[config.mk]
export PLATFORM = sky130hd
export DESIGN_NAME = iterative_shifter_flat
export DESIGN_NICKNAME = d
export VERILOG_FILES = /design/src/rtl/iterative_shifter_pkg.sv /design/src/rtl/iterative_shifter_if.sv /design/src/rtl/iterative_shifter_shift_step.sv /design/src/rtl/iterative_shifter.sv /design/src/flat_wrapper.sv
export SDC_FILE = /design/constraint.sdc
export NUM_CORES = 1
export LEC_CHECK = 0
export ABC_AREA = 1
export CAP_MARGIN = 20
export CELL_PAD_IN_SITES_DETAIL_PLACEMENT = 1
export CELL_PAD_IN_SITES_GLOBAL_PLACEMENT = 1
export CORE_UTILIZATION = 33
export CTS_CLUSTER_DIAMETER = 80
export DETAILED_ROUTE_END_ITERATION = 10
export GPL_TIMING_DRIVEN = 0
export PLACE_DENSITY = 0.87
export REMOVE_ABC_BUFFERS = 1
export SYNTH_ARGS = -nofsm -noshare
export SYNTH_HDL_FRONTEND = slang
export SYNTH_SLANG_ARGS = --single-unit
[constraint.sdc]
create_clock -name clk -period 2.26 [get_ports clk]
set_clock_uncertainty 0.05 [all_clocks]
set_input_delay 0.678 -clock clk [delete_from_list [all_inputs] [get_ports clk]]
set_output_delay 0.678 -clock clk [all_outputs]
set_load 0.03 [all_outputs]
[src/rtl/iterative_shifter_pkg.sv]
// Shared encodings for the iterative shift/rotate unit.
package shifter_pkg;

    typedef enum logic [2:0] {
        OP_SLL = 3'b000,
        OP_SRL = 3'b001,
        OP_SRA = 3'b010,
        OP_ROL = 3'b011,
        OP_ROR = 3'b100
    } op_e;

    typedef enum logic [1:0] {
        IDLE  = 2'b00,
        SHIFT = 2'b01,
        DONE  = 2'b10
    } state_e;

    // Codes 101..111 are reserved and produce a pass-through flagged illegal.
    function automatic logic op_legal(input logic [2:0] op);
        return op <= 3'b100;
    endfunction

endpackage

[src/rtl/iterative_shifter_if.sv]
// Request/response handshake bundle between the core and the shifter.
interface iterative_shifter_if #(
    parameter int XLEN = 32,
    parameter int SHW  = $clog2(XLEN)
) ();
    logic            in_valid;
    logic            in_ready;
    logic [2:0]      op;
    logic [XLEN-1:0] operand;
    logic [SHW-1:0]  shamt;
    logic            out_valid;
    logic            out_ready;
    logic [XLEN-1:0] result;
    logic            illegal;
    logic            busy;

    modport master (
        output in_valid, op, operand, shamt, out_ready,
        input  in_ready, out_valid, result, illegal, busy
    );

    modport slave (
        input  in_valid, op, operand, shamt, out_ready,
        output in_ready, out_valid, result, illegal, busy
    );
endinterface

[src/rtl/iterative_shifter_shift_step.sv]
// One iteration of the shifter: moves acc by k (1..STEP) bits.
// Built as a STEP-way mux of fixed shifts so the logic scales with STEP,
// not with XLEN.
module shift_step
    import shifter_pkg::*;
#(
    parameter int XLEN = 32,
    parameter int STEP = 4,
    parameter int SHW  = $clog2(XLEN)
) (
    input  logic [XLEN-1:0] i_acc,
    input  logic [2:0]      i_op,
    input  logic [SHW-1:0]  i_k,
    output logic [XLEN-1:0] o_nxt
);

    function automatic logic [XLEN-1:0] shift_by(input logic [XLEN-1:0] a,
                                                 input logic [2:0]      o,
                                                 input int              n);
        case (o)
            OP_SLL:  return a << n;
            OP_SRL:  return a >> n;
            OP_SRA:  return XLEN'($signed(a) >>> n);
            OP_ROL:  return (a << n) | (a >> (XLEN - n));
            OP_ROR:  return (a >> n) | (a << (XLEN - n));
            default: return a;
        endcase
    endfunction

    // Select the fixed-distance shift matching k; k=0 leaves acc untouched.
    always_comb begin
        o_nxt = i_acc;
        for (int j = 1; j <= STEP; j++) begin
            if (int'(i_k) == j) o_nxt = shift_by(i_acc, i_op, j);
        end
    end

endmodule

[src/rtl/iterative_shifter.sv]
// Multi-cycle shift/rotate unit: shifts up to STEP bits per cycle with
// valid/ready handshakes on request and result sides.
module iterative_shifter
    import shifter_pkg::*;
#(
    parameter int XLEN = 32,
    parameter int STEP = 4
) (
    input  logic               clk,
    input  logic               reset,
    iterative_shifter_if.slave bus
);

    localparam int SHW = $clog2(XLEN);

    state_e          r_state, w_state_nxt;
    logic [XLEN-1:0] r_acc;
    logic [SHW-1:0]  r_rem;
    logic [2:0]      r_op;
    logic            r_illegal;

    logic [XLEN-1:0] w_acc_step;
    logic [SHW-1:0]  w_k;
    logic            w_last;
    logic            w_accept;

    assign w_accept = bus.in_valid && (r_state == IDLE);
    assign w_last   = (int'(r_rem) <= STEP);

    // Step size is the smaller of STEP and what is left to shift.
    always_comb begin
        w_k = SHW'(STEP);
        if (int'(r_rem) < STEP) w_k = r_rem;
    end

    shift_step #(.XLEN(XLEN), .STEP(STEP), .SHW(SHW)) u_step (
        .i_acc (r_acc),
        .i_op  (r_op),
        .i_k   (w_k),
        .o_nxt (w_acc_step)
    );

    // State register.
    always_ff @(posedge clk or negedge reset) begin
        if (!reset) r_state <= IDLE;
        else        r_state <= w_state_nxt;
    end

    // Next state: zero shifts and illegal ops skip SHIFT entirely.
    always_comb begin
        w_state_nxt = r_state;
        case (r_state)
            IDLE:  if (bus.in_valid)
                       w_state_nxt = (bus.shamt == '0 || !op_legal(bus.op)) ? DONE : SHIFT;
            SHIFT: if (w_last) w_state_nxt = DONE;
            DONE:  if (bus.out_ready) w_state_nxt = IDLE;
            default: w_state_nxt = IDLE;
        endcase
    end

    // Datapath: latch on accept, iterate in SHIFT, hold otherwise.
    always_ff @(posedge clk or negedge reset) begin
        if (!reset) begin
            r_acc     <= '0;
            r_rem     <= '0;
            r_op      <= '0;
            r_illegal <= 1'b0;
        end else if (w_accept) begin
            r_acc     <= bus.operand;
            r_rem     <= bus.shamt;
            r_op      <= bus.op;
            r_illegal <= !op_legal(bus.op);
        end else if (r_state == SHIFT) begin
            r_acc <= w_acc_step;
            r_rem <= r_rem - w_k;
        end
    end

    assign bus.in_ready  = (r_state == IDLE);
    assign bus.out_valid = (r_state == DONE);
    assign bus.busy      = (r_state != IDLE);
    assign bus.result    = r_acc;
    assign bus.illegal   = r_illegal;

endmodule
[src/flat_wrapper.sv]
// flat-port wrapper written by rule: the top's interface ports become plain ports
module iterative_shifter_flat import shifter_pkg::*;
#(
    parameter int XLEN = 32,
    parameter int STEP = 4
)
  (clk, reset, bus_in_valid, bus_op, bus_operand, bus_shamt, bus_out_ready, bus_in_ready, bus_out_valid, bus_result, bus_illegal, bus_busy);
  iterative_shifter_if #(.XLEN(XLEN)) bus_i ();
  input  logic clk;
  input  logic reset;
  input wire logic [$bits(bus_i.in_valid)-1:0] bus_in_valid;
  input wire logic [$bits(bus_i.op)-1:0] bus_op;
  input wire logic [$bits(bus_i.operand)-1:0] bus_operand;
  input wire logic [$bits(bus_i.shamt)-1:0] bus_shamt;
  input wire logic [$bits(bus_i.out_ready)-1:0] bus_out_ready;
  output wire logic [$bits(bus_i.in_ready)-1:0] bus_in_ready;
  output wire logic [$bits(bus_i.out_valid)-1:0] bus_out_valid;
  output wire logic [$bits(bus_i.result)-1:0] bus_result;
  output wire logic [$bits(bus_i.illegal)-1:0] bus_illegal;
  output wire logic [$bits(bus_i.busy)-1:0] bus_busy;
  assign bus_i.in_valid = bus_in_valid;
  assign bus_i.op = bus_op;
  assign bus_i.operand = bus_operand;
  assign bus_i.shamt = bus_shamt;
  assign bus_i.out_ready = bus_out_ready;
  assign bus_in_ready = bus_i.in_ready;
  assign bus_out_valid = bus_i.out_valid;
  assign bus_result = bus_i.result;
  assign bus_illegal = bus_i.illegal;
  assign bus_busy = bus_i.busy;
  iterative_shifter #(.XLEN(XLEN), .STEP(STEP)) u_core (.clk(clk), .reset(reset), .bus(bus_i));
endmodule
==> results.sh, run 1 <==
export IMPL_cts_path_max_buffers=2
export IMPL_synth_compound_gate_area_share=0.118
export IMPL_crit_chain="clkdlybuf4s50_1"
export IMPL_switching_component_of_the_power_mw=6.61
export IMPL_synth_largest_area_cell="nand2_1"
export IMPL_timing_critical_path_slowest_stage_cell="clkdlybuf4s50_1"
export IMPL_tightest_slew_ns=0.585
export IMPL_power_switching_share=0.610
export IMPL_wl_per_cell_um=18.9
export IMPL_clockRootBuffer="clkbuf_16"
export IMPL_dp_slack_ns=-1.30
export IMPL_critical_path_max_stage_delay_ns=0.72
export IMPL_numCtsBuffers=5
export IMPL_first_pass_grt_wire_length_mm=30.2
export IMPL_initial_utilization=0.337
export IMPL_path_delay_family="buffers and inverters"
export IMPL_mappedNetlistArea_mm2=0.00444
export IMPL_nets=908
export IMPL_grt_max_degree=46
export IMPL_worstPathBufferInverterCount=1
export IMPL_globalRouteOverflowTotal=0
export IMPL_postSynthRegisterBits=43
export IMPL_synth_edf_count=0
export IMPL_drcViolationCount=0
export IMPL_postSynth_asyncResetShare=1.00
export IMPL_grt_antenna_before_repair=0
export IMPL_post_route_cells_drive_above_1_share=0.0799
export IMPL_design_core_area_mm2=0.0132
export IMPL_synthToLayoutAreaGrowth_pct=29.1
export IMPL_setup_violations_final=0
export IMPL_regArea_mm2=0.00108
export IMPL_power_frac_comb=0.749
export IMPL_max_cap_violations=0
export IMPL_class_of_the_most_critical_setup_path="reg -> out"
export IMPL_filler_cell_count=1793
export IMPL_slew_limit_headroom=0.610
export IMPL_grt_util_all_layers=0.272
export IMPL_detail_route_first_pass_iterations=5
export IMPL_yosysWarnings=0
export IMPL_slew_viol_final=0
export IMPL_fin_crit_sh=0.989
export IMPL_drtAntennaViolNets=0
export IMPL_report_power_total_mw=10.8
export IMPL_fp_dieH_um=118
export IMPL_cts_tree="yes"
export IMPL_clk_pin_slew_worst_paths_ns=0.07
export IMPL_floorplan_die_width_um=118
export IMPL_io_pin_count=80
export IMPL_cell_internal_pwr_mw=4.23
export IMPL_synth_top_family_by_area="simple AND/OR/NAND/NOR gates"
export IMPL_r2r_cell_count=10
export IMPL_setup_crit_end_kind="output pin"
export IMPL_post_synth_main_area_contributors="nand2_1 29%, dfrtp_1 24%, nand3_1 8.9%"
export IMPL_synth_fa_ha_area_frac=0.00282
export IMPL_fin_area_mm2=0.00574
export IMPL_outcome="finished, final reports clean"
export IMPL_max_clock_freq_ghz=0.448
export IMPL_critical_path_max_fanout=6
export IMPL_yosys_area_top_type_share=0.295
export IMPL_setup_tns_ns=0
export IMPL_synth_xor_area_frac=0
export IMPL_wl_mm=19.6
export IMPL_worstSetupPathDepth=1
export IMPL_gp_congestion=0.889
export IMPL_avgSynthCellArea_um2=5.58
export IMPL_kind_of_start_point_of_the_critical_path="register"
export IMPL_yosysUniqueCellTypes=36
export IMPL_cellLeakagePower_nw=3.00
export IMPL_num_rows=42
export IMPL_cts_max_level=2
export IMPL_antenna_cells=0
export IMPL_multi_input_area_mm2=0.00303
export IMPL_synth_area_mux_share=0
export IMPL_die_area_mm2=0.0139
export IMPL_powerDensity_mw_per_mm2=1890
export IMPL_via_per_inst=5.64
export IMPL_layout_min_cycle_time_ns=2.23
export IMPL_max_vdd_ir_drop_mv=0.556
export IMPL_critical_path_arrival_ns=1.51
export IMPL_port_buffers=79
export IMPL_clk_latency_ns=0.32
export IMPL_sequentialPowerShare=0.179
export IMPL_yosys_area_share_simple=0.532
export IMPL_route_vias_total=5861
export IMPL_finalHoldViolations=0
export IMPL_hpwlAfterDp_mm=11.4
export IMPL_pwr_share_clk=0.072
export IMPL_synth_seq_area_share=0.242
export IMPL_placed_cell_area_mm2=0.00527
export IMPL_min_delay_path_class="in -> async"
export IMPL_required_ns=1.53
export IMPL_netlist_instances=796
export IMPL_setup_slack_ns=0.0257
export IMPL_vias_in_the_first_global_route=5779
export IMPL_detail_route_iter0_violations=510
export IMPL_dominantRegCellSynth="dfrtp_1"
export IMPL_number_of_sinks_handled_by_clock_tree_synthesis=43
## Yosys cell counts, types with 3 or more instances
library cell / number
inv_1: 48
buf_1: 4
o211ai_1: 6
o21ai_1: 8
nor2_1: 83
clkbuf_1: 11
nand2_4: 3
nand4_1: 23
nand3_1: 79
buf_4: 7
inv_2: 5
buf_2: 12
dfrtp_1: 43
a31oi_1: 8
o21ai_0: 34
a21oi_1: 34
nor2_2: 4
nand2_2: 5
nand2_1: 349
nand3b_1: 3
buf_6: 8
## power by group through the flow
stage               logic [mW]  clock network (mW)  registers (mW)
floorplan                 4.39                   0            2.19
finish                    8.11               0.776            1.94
global route              8.89               0.811            2.00
detailed placement        7.11                   0            1.90
global placement          6.89                   0            1.88
CTS                       7.47               0.787            1.90
## cells by family after synthesis
logic type	count (synthesis)
adder cells (fa/ha/maj)	1
AO/OA/AOI/OAI	96
flip-flops	43
buffers and inverters	96
AND/OR/NAND/NOR	559
other	1
## repair_timing
item / CTS / global route
buffers inserted: 4 / 8
cloned: 5 / 3
pin swaps: 7 / 5
gates resized for setup: 34 / 21
setup endpoints to repair: 49 / 42
hold buffers: 0 / 0
## path summary, 6_finish.rpt
kind / from / end / slack (ns)
max: u_core.bus.result[25]$_DFFE_PN0P_ / bus_result[25] / 0.03
min: reset / u_core.bus.result[23]$_DFFE_PN0P_ / 0.31
max reg2reg: u_core.r_rem[4]$_DFFE_PN0P_ / u_core.bus.result[0]$_DFFE_PN0P_ / 0.06
min reg2reg: u_core.bus.illegal$_DFFE_PN0P_ / u_core.bus.illegal$_DFFE_PN0P_ / 0.48
max in group asynchronous: reset / u_core.bus.result[6]$_DFFE_PN0P_ / 1.31
min in group clk: u_core.bus.illegal$_DFFE_PN0P_ / u_core.bus.illegal$_DFFE_PN0P_ / 0.48
## registers in the layout (all words and copies together), names as in the netlist
| name | cells |
|---|---|
| u_core.bus.illegal | 1 |
| u_core.r_rem | 5 |
| u_core.r_op | 3 |
| u_core.r_state | 2 |
| u_core.bus.result | 32 |
## cell usage in the layout, fill, tap and decap left out, types with 11 or more instances in the layout
cell and instances:
a21oi_1 34, buf_4 11, clkdlybuf4s50_1 57, dfrtp_1 40, inv_1 44, nand2_1 349, nand3_1 79, nand4_1 23
nor2_1 81, o21ai_0 34
## metrics by stage
stage,cells,util,hold WS (ns)
3_5_place_dp,1012,0.399,0.457
6_report,1040,0.435,0.310
4_1_cts,1029,0.422,0.323
5_1_grt,1040,0.435,0.345
2_1_floorplan,754,-,0.332
3_3_place_gp,1009,0.394,0.422
## routing by layer
layer	vias to the layer above	routed length [um]	track usage
li1	2697	-	-
met1	2808	8010	0.336
met2	297	9270	0.452
met3	59	1670	0.0649
met4	0	658	0.112
met5	-	0	0
## cell type report
cell class,count,share of cell area
multi-input cells,662,0.529
flip-flops and latches,43,0.188
repair buffers,95,0.174
inverters,54,0.0425
well taps,176,0.0384
clock buffers,5,0.0218
clock inverters,3,0.00349
repair inverters,2,0.00262
Power figures use the tool's default switching activity.
==> run 2, diff against run 1 <==
--- a/config.mk
+++ b/config.mk
@@ -6,7 +6,6 @@
 export NUM_CORES = 1
 export LEC_CHECK = 0
 export ABC_AREA = 1
-export CAP_MARGIN = 20
 export CELL_PAD_IN_SITES_DETAIL_PLACEMENT = 1
 export CELL_PAD_IN_SITES_GLOBAL_PLACEMENT = 1
 export CORE_UTILIZATION = 33
==> run 2 against run 1 <==
- flip-flop and latch count did not move
- worst hold slack improved by 0.0085 ns
- core utilization rose by 0.75 points
- non-clock buffer count grew 10
- power up 3.9%
- via count is 3.4% higher
- register-to-register slack worse by 0.05 ns
- die area did not move
- cell count grew 0.96%
- critical endpoint unchanged
==> results.sh, run 2 (synthesis results as in run 1) <==
export IMPL_globalRouteOverflowTotal=0
export IMPL_r2r_setup_slack_ns=0.007
export IMPL_critical_path_max_fanout=6
export IMPL_kind_of_start_point_of_the_critical_path="register"
export IMPL_final_hold_worst_slack_ns=0.319
export IMPL_antenna_cells=0
export IMPL_tightest_slew_ns=0.584
export IMPL_fin_crit_sh=0.997
export IMPL_hpwlAfterDp_mm=11.4
export IMPL_vias_in_the_first_global_route=5881
export IMPL_clk_pin_slew_worst_paths_ns=0.07
export IMPL_via_per_inst=5.77
export IMPL_max_vdd_ir_drop_mv=0.552
export IMPL_most_common_cell_after_layout_fill_and_taps_aside="nand2_1"
export IMPL_worstPathBufferInverterCount=1
export IMPL_path_delay_family="buffers and inverters"
export IMPL_utilization=0.442
export IMPL_detail_route_iter0_violations=609
export IMPL_r2r_cell_count=12
export IMPL_num_rows=42
export IMPL_slew_limit_headroom=0.611
export IMPL_class_of_the_most_critical_setup_path="reg -> out"
export IMPL_outcome="finished, final reports clean"
export IMPL_first_pass_grt_wire_length_mm=30.3
export IMPL_detail_route_first_pass_iterations=5
export IMPL_nets=918
export IMPL_use_met2=0.462
export IMPL_finalHoldViolations=0
export IMPL_ctsHoldBuffers=0
export IMPL_cts_path_max_buffers=2
export IMPL_clockRootBuffer="clkbuf_16"
export IMPL_floorplan_die_width_um=118
export IMPL_grt_use_met3=0.0407
export IMPL_number_of_sinks_handled_by_clock_tree_synthesis=43
export IMPL_grt_met1_usage=0.337
export IMPL_mostFrequentLayoutCells="347 x nand2_1, 81 x nor2_1, 78 x nand3_1, 60 x clkdlybuf4s50_1, 44 x inv_1"
export IMPL_critical_path_max_stage_delay_ns=0.72
export IMPL_layout_min_cycle_time_ns=2.25
export IMPL_critical_path_arrival_ns=1.53
export IMPL_powerDensity_mw_per_mm2=1930
export IMPL_filler_cell_count=1772
export IMPL_grt_max_degree=46
export IMPL_initial_utilization=0.337
export IMPL_cts_tree="yes"
export IMPL_drtAntennaViolNets=0
export IMPL_post_route_cells_drive_above_1_share=0.0938
export IMPL_port_buffers=79
export IMPL_synthToLayoutAreaGrowth_pct=31.3
export IMPL_fp_dieH_um=118
export IMPL_cts_max_level=2
export IMPL_max_clock_freq_ghz=0.444
export IMPL_io_pin_count=80
export IMPL_wl_per_cell_um=19.7
export IMPL_drcViolationCount=0
export IMPL_design_core_area_mm2=0.0132
export IMPL_required_ns=1.53
export IMPL_clk_latency_ns=0.31
export IMPL_timing_critical_path_slowest_stage_cell="clkdlybuf4s50_1"
export IMPL_grt_antenna_before_repair=0
export IMPL_grt_busiest_layer="met2"
export IMPL_cellLeakagePower_nw=3.01
export IMPL_max_cap_violations=0
export IMPL_number_of_flip_flops_under_the_largest_register_name=32
export IMPL_route_vias_total=6060
export IMPL_setup_violations_final=0
export IMPL_reg2reg_from="u_core.r_rem[4]$_DFFE_PN0P_"
export IMPL_rr_endpoint="u_core.bus.result[1]$_DFFE_PN0P_"
export IMPL_crit_chain="clkdlybuf4s50_1"
export IMPL_wl_mm=20.7
export IMPL_gp_congestion=0.889
export IMPL_dp_slack_ns=-1.31
export IMPL_slew_viol_final=0
export IMPL_min_delay_path_class="in -> async"
export IMPL_grt_util_all_layers=0.271
export IMPL_die_area_mm2=0.0139
export IMPL_setup_crit_end_kind="output pin"
export IMPL_setup_slack_ns=0.00683
export IMPL_numCtsBuffers=5
run 2: cell count changes in the layout (fill, tap and decap cells not counted), moves of 2 or more:
cell	change
buf_4	+9
clkdlybuf4s50_1	+3
dlymetal6s2s_1	-4
nand2_1	-2
nand2_2	+2
run 2: where the power goes:
group	internal, mW	switching (mW)	leakage (nW)
Combinational	2.83	5.70	2.41
Sequential	1.16	0.792	0.532
Clock	0.409	0.357	0.0658
Total	4.40	6.85	3.01
run 2: cell type report:
| type | instances | area [um2] | area share |
|---|---|---|---|
| repair buffers | 105 | 1080 | 0.184 |
| clock buffers | 5 | 125 | 0.0214 |
| inverters | 54 | 249 | 0.0427 |
| well taps | 176 | 220 | 0.0377 |
| flip-flops and latches | 43 | 1080 | 0.185 |
| repair inverters | 2 | 15.0 | 0.00257 |
| multi-input cells | 662 | 3050 | 0.523 |
| clock inverters | 3 | 20.0 | 0.00343 |
run 2: layer usage:
| layer | vias to the layer above | routed length [um] |
|---|---|---|
| met4 | 0 | 1120 |
| met3 | 119 | 1950 |
| met1 | 2827 | 8120 |
| li1 | 2726 | - |
| met2 | 388 | 9500 |
| met5 | - | 0 |
run 2: worst max path at each step:
stage / from / to / depth (start not counted)
after floorplan: u_core.r_rem[4]$_DFFE_PN0P_ / u_core.bus.result[0]$_DFFE_PN0P_ / 9
after global placement: bus_in_valid / u_core.bus.result[0]$_DFFE_PN0P_ / 8
after detailed placement: bus_in_valid / u_core.bus.result[0]$_DFFE_PN0P_ / 9
after CTS: u_core.r_rem[3]$_DFFE_PN0P_ / u_core.bus.result[0]$_DFFE_PN0P_ / 10
after global routing: u_core.r_rem[4]$_DFFE_PN0P_ / u_core.bus.result[2]$_DFFE_PN0P_ / 11
final: u_core.bus.result[25]$_DFFE_PN0P_ / bus_result[25] / 1
run 2: metrics by stage:
step	total power, mW	instance area [um2]	cells	setup TNS [ns]
6_report	11.3	5830	1050	0
5_1_grt	12.1	5830	1050	-0.246
4_1_cts	10.2	5590	1032	-0.222
3_5_place_dp	9.02	5270	1012	-41.23
3_3_place_gp	8.77	5200	1009	-103.93
2_1_floorplan	6.58	4190	754	-17.38
run 2: what timing repair did:
item                       CTS  global route
pin swaps                    6             6
resized for setup           35            23
gates cloned                 4             4
setup endpoints to repair   49            39
setup buffers                8            14
==> run 3, diff against run 2 <==
--- a/config.mk
+++ b/config.mk
@@ -12,6 +12,7 @@
 export CTS_CLUSTER_DIAMETER = 80
 export DETAILED_ROUTE_END_ITERATION = 10
 export GPL_TIMING_DRIVEN = 0
+export HOLD_SLACK_MARGIN = 0.08
 export PLACE_DENSITY = 0.87
 export REMOVE_ABC_BUFFERS = 1
 export SYNTH_ARGS = -nofsm -noshare
==> results of run 3 <==
The final DEF is identical to that of run 2; final timing and power are the same.
